$ cat config.mk
export PLATFORM = sky130hd
export DESIGN_NAME = serial_pattern_gen
export DESIGN_NICKNAME = d
export VERILOG_FILES = /design/src/rtl/serial_pattern_gen.sv
export SDC_FILE = /design/constraint.sdc
export NUM_CORES = 1
export LEC_CHECK = 0
export ABC_AREA = 1
export BUFFER_PORTS_ARGS = -buffer_cell sky130_fd_sc_hd__buf_4
export CORE_MARGIN = 2
export CORE_UTILIZATION = 55
export CTS_CLUSTER_DIAMETER = 30
export CTS_CLUSTER_SIZE = 24
export DETAILED_ROUTE_END_ITERATION = 16
export GPL_ROUTABILITY_DRIVEN = 0
export HOLD_SLACK_MARGIN = 0.06
export PLACE_DENSITY = 0.87
export SYNTH_ARGS = -nofsm -noshare
export SYNTH_HDL_FRONTEND = slang
export SYNTH_SLANG_ARGS = --single-unit
$ cat constraint.sdc
create_clock -name Clock -period 2.7 [get_ports Clock]
set_input_delay 0.54 -clock Clock [delete_from_list [all_inputs] [get_ports Clock]]
set_output_delay 0.54 -clock Clock [all_outputs]
set_load 0.01 [all_outputs]
$ cat src/rtl/serial_pattern_gen.sv
// Serialises a WIDTH-bit pattern MSB-first onto w, one bit per Clock,
// with a start/busy/done handshake and a hold input that stretches the current bit.
module serial_pattern_gen #(
    parameter int unsigned WIDTH      = 8,
    parameter logic        IDLE_LEVEL = 1'b0
) (
    input  logic                     Clock,
    input  logic                     Resetn,
    input  logic                     start,
    input  logic [WIDTH-1:0]         pattern,
    input  logic                     hold,
    output logic                     w,
    output logic                     busy,
    output logic                     done,
    output logic [$clog2(WIDTH)-1:0] remaining
);

    localparam int unsigned RW = $clog2(WIDTH);

    typedef enum logic [1:0] {
        S_IDLE  = 2'd0,
        S_SHIFT = 2'd1,
        S_DONE  = 2'd2
    } state_t;

    state_t          state;
    state_t          state_n;
    logic [WIDTH-1:0] shreg;
    logic [WIDTH-1:0] shreg_n;
    logic [RW-1:0]   remaining_n;
    logic            w_n;
    logic            busy_n;
    logic            done_n;

    // State and output registers; synchronous reset wins over every other input
    always_ff @(posedge Clock) begin
        if (!Resetn) begin
            state     <= S_IDLE;
            shreg     <= '0;
            remaining <= '0;
            w         <= IDLE_LEVEL;
            busy      <= 1'b0;
            done      <= 1'b0;
        end else begin
            state     <= state_n;
            shreg     <= shreg_n;
            remaining <= remaining_n;
            w         <= w_n;
            busy      <= busy_n;
            done      <= done_n;
        end
    end

    // Next-state and next-output logic; shreg rotates so the bit to send next sits at WIDTH-2
    always_comb begin
        state_n     = state;
        shreg_n     = shreg;
        remaining_n = remaining;
        w_n         = w;
        busy_n      = busy;
        done_n      = 1'b0;
        case (state)
            S_IDLE, S_DONE: begin
                state_n = S_IDLE;
                w_n     = IDLE_LEVEL;
                busy_n  = 1'b0;
                if (start) begin
                    shreg_n     = pattern;
                    w_n         = pattern[WIDTH-1];
                    remaining_n = RW'(WIDTH - 1);
                    busy_n      = 1'b1;
                    state_n     = S_SHIFT;
                end
            end
            S_SHIFT: begin
                if (!hold) begin
                    if (remaining != '0) begin
                        shreg_n     = {shreg[WIDTH-2:0], shreg[WIDTH-1]};
                        w_n         = shreg[WIDTH-2];
                        remaining_n = remaining - RW'(1);
                    end else begin
                        w_n     = IDLE_LEVEL;
                        busy_n  = 1'b0;
                        done_n  = 1'b1;
                        state_n = S_DONE;
                    end
                end
            end
            default: begin
                state_n = S_IDLE;
            end
        endcase
    end

endmodule

==> results of run 1 <==
==> registers in the layout (all words and copies together) (netlist names) <==
name       cells
shreg          8
remaining      3
state          2
busy           1
done           1
w              1
==> logic make-up after synthesis <==
family | after synthesis
AOI/OAI and AO/OA | 10
adders and majority gates | 2
buffers and inverters | 22
DFF | 16
and+or+nand+nor | 81
==> worst reg2reg max path, cell delays in order, from the launching register on <==
cell	delay, ns
dfxtp_1	0.36
inv_1	0.09
ha_1	0.21
inv_1	0.05
nor2_1	0.05
nand2_2	0.07
nand3_2	0.32
nand2_1	0.18
nand2_1	0.06
nor2_1	0.09
==> final cells by class <==
cell class	instances	share of cell area, %
clock buffer	3	2.33
inverter	17	6.61
sequential	16	33.2
tap	16	2.07
timing repair buffer	17	13.2
multi-input combinational	93	42.6
==> per-layer routing <==
metal / track usage, % / vias to the layer above / share of wire [%]
li1: - / 425 / -
met5: 0 / - / 0
met4: 11.3 / 0 / 2.2
met2: 30.3 / 21 / 50
met3: 2.98 / 5 / 5.0
met1: 20.1 / 341 / 43
==> worst paths after layout <==
| kind | from | end | slack (ns) | depth (start not counted) |
|---|---|---|---|---|
| min reg2reg | busy | busy | 0.49 | 2 |
| max | remaining[0] | shreg[2] | 1.16 | 9 |
| max reg2reg | remaining[0] | shreg[2] | 1.16 | 9 |
| min | busy | busy | 0.49 | 2 |
==> synthesized netlist by cell type <==
cell and count:
a21oi_1 1, buf_1 1, buf_2 2, buf_6 2
dfxtp_1 16, ha_1 2, inv_1 16, inv_2 1
nand2_1 43, nand2_2 1, nand3_1 5, nand3_2 1
nor2_1 25, nor2_4 1, nor3_1 2, o21ai_0 9
or2_1 1, or2_2 2
==> placed cells by master (no fill, tap or decap), drive strengths merged <==
master  netlist  layout
nand2        44      44
dfxtp        16      16
ha            2       2
inv          17      17
clkbuf        0       3
a21oi         1       1
nand3         6       6
buf           5      17
or2           3       3
o21ai         9       9
nor2         26      26
nor3          2       2
==> power by group through the flow <==
stage               combinational (uW)  sequential [uW]  clock, uW
floorplan                          115              283          0
global route                       178              277        132
global placement                   151              279          0
detailed placement                 155              281          0
finish                             157              275        121
CTS                                157              275        122
==> stage by stage <==
step	setup WS (ns)	area (sq um)	util [%]	instances
2_1_floorplan	1.41	832	-	131
6_report	1.16	966	66.4	162
4_1_cts	1.18	966	66.4	162
3_5_place_dp	1.10	943	64.9	159
5_1_grt	1.05	966	66.4	162
3_3_place_gp	1.13	943	64.9	159
==> impl_metrics.json, run 1 <==
{
  "power.internal_uw": 377,
  "path_clk_slew_ns": 0.08,
  "die_w_um": 42.9,
  "power_density_nw_per_um2": 572,
  "nets": 162,
  "hold_path_class": "flop to flop",
  "drive_above_1_share_pct": 17.8,
  "slowest_delay_ns": 0.36,
  "core_sq_um": 1450,
  "multiInputGateArea_sq_um": 412,
  "antenna_found_initial": 0,
  "finalPower_uw": 553,
  "io_pins": 18,
  "ant_nets": 0,
  "vias": 792,
  "drc": 0,
  "finalSetupViolCount": 0,
  "netlist_instances": 131,
  "postCtsSetupRepairBufs": 0,
  "crit_fanout": 22,
  "cts_tree": "yes",
  "synth.distinct_cells": 18,
  "period_needed_ns": 1.54,
  "synth_area_sq_um": 832,
  "critPathBufInv": 2,
  "slew_viol_final": 0,
  "synth_simple_gate_area_share_pct": 40.5,
  "vias_per_cell": 4.89,
  "areaGrowthSynthToFinish_pct": 16.1,
  "avgSynthCellArea_sq_um": 6.35,
  "pwr-share-clk_pct": 21.9,
  "num_rows": 14,
  "die_h_um": 42.9,
  "synth.top_cell.area_share_pct": 38.5,
  "worstPathArrival_ns": 1.76,
  "pwr-share-comb_pct": 28.3,
  "synth-adder-area-share_pct": 3.01,
  "rsz0062_at_grt": "false",
  "yosys.area_share.xor_xnor_pct": 0,
  "cp_top_family": "simple AND/OR/NAND/NOR gates",
  "tns_ns": 0,
  "wl_per_cell_um": 9.74,
  "yosys-top-cells-area": "dfxtp_1, nand2_1, nor2_1",
  "htree_levels": 1,
  "grt_max_degree": 23,
  "num_antenna_cells": 0,
  "gr-total-overflow": 0,
  "cts_made_buffers": 3,
  "crit_chain": "inv_1 -> ha_1 -> inv_1 -> nor2_1 -> nand2_2 -> nand3_2 -> nand2_1 -> nand2_1 -> nor2_1",
  "synth_mux_area_share_pct": 0,
  "synth_top_cell_by_area": "dfxtp_1",
  "synth_top_family_by_area": "simple AND/OR/NAND/NOR gates",
  "postCtsHoldBufs": 0,
  "critPathCaptureType": "flop",
  "dp_hpwl_um": 1140,
  "max_slew_margin_pct": 63.2,
  "die_area_sq_um": 1840,
  "tightest_slew_ns": 0.550,
  "ys_ff_latch": 16,
  "power_frac_seq_pct": 49.7,
  "grt.total_usage_pct": 17.7,
  "grt_pass1_wl_um": 2440,
  "start_util_pct": 57.2,
  "seqCellArea_sq_um": 320,
  "drv_cap": 0,
  "power.switching_uw": 175,
  "portBuffers": 17,
  "fmax_mhz": 651,
  "post_cts_resized": 0,
  "ys_warn_count": 0,
  "cts_root_buf": "clkbuf_4",
  "worstPathRequired_ns": 2.92,
  "drtIter0Drc": 15,
  "synth.yosys.seq_area_share_pct": 38.5,
  "skew_ns": 0.000759,
  "clockBufferDepth": 2,
  "crit_type": "flop to flop",
  "finalCritPeriodShare_pct": 56.9,
  "start_kind": "flop",
  "numClockSinks": 16,
  "firstDrtPassIters": 4,
  "cpMaxStageDelayCell": "dfxtp_1",
  "synth_nets": 145,
  "synth_compound_area_share_pct": 6.02,
  "clk_latency_ns": 0.28,
  "hold-worst-slack_ns": 0.494,
  "swShare_pct": 31.7,
  "p_leak_uw": 0.000520,
  "hold_viol_final": 0,
  "routed_wl_um": 1580,
  "grt_pass1_vias": 633,
  "status": "complete, no violations",
  "nFillCells": 151,
  "ir_drop_uv": 372
}
(Power assumes the default switching activity.)
==> run 2, diff against run 1 <==
--- a/config.mk
+++ b/config.mk
@@ -5,16 +5,16 @@
 export SDC_FILE = /design/constraint.sdc
 export NUM_CORES = 1
 export LEC_CHECK = 0
-export ABC_AREA = 1
+export ABC_AREA = 0
 export BUFFER_PORTS_ARGS = -buffer_cell sky130_fd_sc_hd__buf_4
 export CORE_MARGIN = 2
-export CORE_UTILIZATION = 55
+export CORE_UTILIZATION = 50
 export CTS_CLUSTER_DIAMETER = 30
 export CTS_CLUSTER_SIZE = 24
 export DETAILED_ROUTE_END_ITERATION = 16
 export GPL_ROUTABILITY_DRIVEN = 0
 export HOLD_SLACK_MARGIN = 0.06
-export PLACE_DENSITY = 0.87
+export PLACE_DENSITY = 0.81
 export SYNTH_ARGS = -nofsm -noshare
 export SYNTH_HDL_FRONTEND = slang
 export SYNTH_SLANG_ARGS = --single-unit
==> constraint.sdc (replaced) <==
create_clock -name Clock -period 1.43 [get_ports Clock]
set_input_delay 0.286 -clock Clock [delete_from_list [all_inputs] [get_ports Clock]]
set_output_delay 0.286 -clock Clock [all_outputs]
set_load 0.01 [all_outputs]
==> run 2 against run 1 <==
Highest routed layer unchanged. Largest cell class unchanged. The flow now finishes with violations (negative setup slack). Synthesized cell count fell by 41%. Combinational power rose by 96%. Clock power rose by 140%. Total power rose by 100%. Global-route usage rose by 3.0 points.
==> impl_metrics.json, run 2 <==
{
  "yosys-top-cells-area": "dfxtp_1, mux2i_1, a21oi_1",
  "antenna_found_initial": 0,
  "grt.total_usage_pct": 20.7,
  "status": "finished, violations left",
  "reg.largest.list": "shreg (8), remaining (3), state (2)",
  "firstDrtPassIters": 4,
  "dp_hpwl_um": 1110,
  "rsz0062_at_grt": "true",
  "period_needed_ns": 1.46,
  "drv_cap": 0,
  "r2r_slack_ns": -0.03,
  "hold_path_class": "input port to flop",
  "vias": 673,
  "place_worst_setup_slack_ns": -0.0312,
  "worstPathArrival_ns": 1.66,
  "grt_max_degree": 15,
  "holdPathStages": 2,
  "power_frac_seq_pct": 46.3,
  "p_leak_uw": 0.000454,
  "swShare_pct": 28.6,
  "ys_ff_latch": 16,
  "clk_latency_ns": 0.28,
  "ys_warn_count": 0,
  "pwr-share-clk_pct": 26.2,
  "power.internal_uw": 798,
  "htree_levels": 1,
  "reg2regPathDepth": 7,
  "cts_made_buffers": 3,
  "yosys.cell_count.top_type": "dfxtp_1",
  "num_rows": 13,
  "final_area_sq_um": 1010,
  "synth_area_sq_um": 736,
  "skew_ns": 0.00331,
  "numClockSinks": 16,
  "cts_root_buf": "clkbuf_4",
  "synth_top_cell_by_area": "dfxtp_1",
  "min_to": "state[1]",
  "clockBufferDepth": 2,
  "pwr-share-comb_pct": 27.5,
  "netlist_instances": 77,
  "synth.distinct_cells": 26,
  "die_w_um": 42.4,
  "finalCritPeriodShare_pct": 102,
  "drive_above_1_share_pct": 43.7,
  "synth.top_cell.area_share_pct": 43.5,
  "mostFrequentLayoutCells": "buf_4, dfxtp_1, a21oi_1, mux2i_1, o21ai_0",
  "synth.yosys.seq_area_share_pct": 43.5,
  "critPathCaptureType": "flop",
  "r2r_end": "remaining[0]",
  "layout_commonest_cell": "buf_4",
  "synth_common_cells": "dfxtp_1, a21oi_1, mux2i_1, o21ai_0, nor2_1",
  "finalWorstSetupSlack_ns": -0.0310,
  "worstPathRequired_ns": 1.63,
  "ys.flop_type": "dfxtp_1",
  "drtIter0Drc": 5,
  "path_clk_slew_ns": 0.09,
  "wl_per_cell_um": 14.0,
  "crit_fanout": 4,
  "io_pins": 18,
  "ir_drop_uv": 931,
  "fmax_mhz": 684,
  "num_antenna_cells": 0,
  "ant_nets": 0,
  "crit_type": "flop to flop",
  "drc": 0,
  "avgSynthCellArea_sq_um": 9.55,
  "placed_area_sq_um": 920,
  "slew_viol_final": 0,
  "tns_ns": -0.140,
  "start_util_pct": 55.2,
  "portBuffers": 17,
  "power_density_nw_per_um2": 1110,
  "areaGrowthSynthToFinish_pct": 37.4,
  "synthArstFlopShare_pct": 0,
  "vias_per_cell": 5.70,
  "largest_register_ffs": 8,
  "nets": 118,
  "finalSetupViolCount": 8,
  "grt_pass1_vias": 651,
  "synth_edf_count": 0,
  "routed_wl_um": 1660,
  "gr-total-overflow": 0,
  "max_slew_margin_pct": 75.6,
  "core_sq_um": 1330,
  "top_register": "shreg",
  "die_h_um": 42.4,
  "cts_tree": "yes",
  "die_area_sq_um": 1790,
  "power.switching_uw": 319,
  "min_from": "hold",
  "hold-worst-slack_ns": 0.238,
  "tightest_slew_ns": 0.363,
  "hold_viol_final": 0,
  "grt_pass1_wl_um": 2830,
  "worstReg2RegStart": "remaining[0]",
  "start_kind": "flop",
  "synth_nets": 91,
  "cp-startpoint": "remaining[0]",
  "violations": "negative setup slack"
}
==> run 2: repair_timing <==
action / CTS / global route
gates cloned: 0 / 0
resized for setup: 8 / 3
pin swaps: 0 / 0
setup buffers: 1 / 2
hold buffers: 0 / 0
setup endpoints to repair: 7 / 10
==> run 2: worst max-delay path by stage <==
stage	endpoint	slack, ns	cells after the start
2_1_floorplan	shreg[1]	-0.006	7
4_1_cts	shreg[2]	-0.02	7
6_report	remaining[0]	-0.03	7
3_3_place_gp	remaining[1]	0.009	7
3_5_place_dp	remaining[1]	-0.03	7
5_1_grt	shreg[5]	-0.11	7
==> run 2: area by class of cell <==
class / instances / area [sq um]
inverter: 5 / 21.3
sequential: 16 / 325
clock buffer: 4 / 36.3
tap: 15 / 18.8
fill: 103 / 323
multi-input combinational: 52 / 407
timing repair buffer: 26 / 203
==> run 2: routing by layer <==
layer	global-route usage [%]	part of all wire, %
met5	0	0
met4	6.25	0.36
met3	6.47	6.2
met2	35.7	51
met1	24.5	43
==> run 2: metrics by stage <==
step           utilization [%]  power, uW  instances
2_1_floorplan                -        692         77
3_3_place_gp              68.9        775        111
3_5_place_dp              68.9        784        111
4_1_cts                   73.9       1100        116
5_1_grt                   75.8       1180        118
6_report                  75.8       1120        118
==> run 2: cell families after synthesis <==
logic type | synth area share (%)
AOI/OAI and AO/OA | 25.2
and+or+nand+nor | 11.4
DFF | 43.5
buffers and inverters | 6.97
muxes | 9.52
adders and majority gates | 3.40
==> run 2: critical path: stages (launching register included) <==
cell      delay, ns
dfxtp_4        0.37
inv_4          0.04
ha_4           0.14
and2b_2        0.22
o31ai_4        0.23
buf_6          0.17
nor2_4         0.03
a211oi_2       0.19
==> run 2: power by group through the flow <==
stage          Sequential [uW]  Combinational (uW)  Clock (uW)
3_3_place_gp               526                 250           0
4_1_cts                    517                 282         299
2_1_floorplan              530                 163           0
6_report                   517                 307         293
5_1_grt                    525                 330         326
3_5_place_dp               526                 258           0
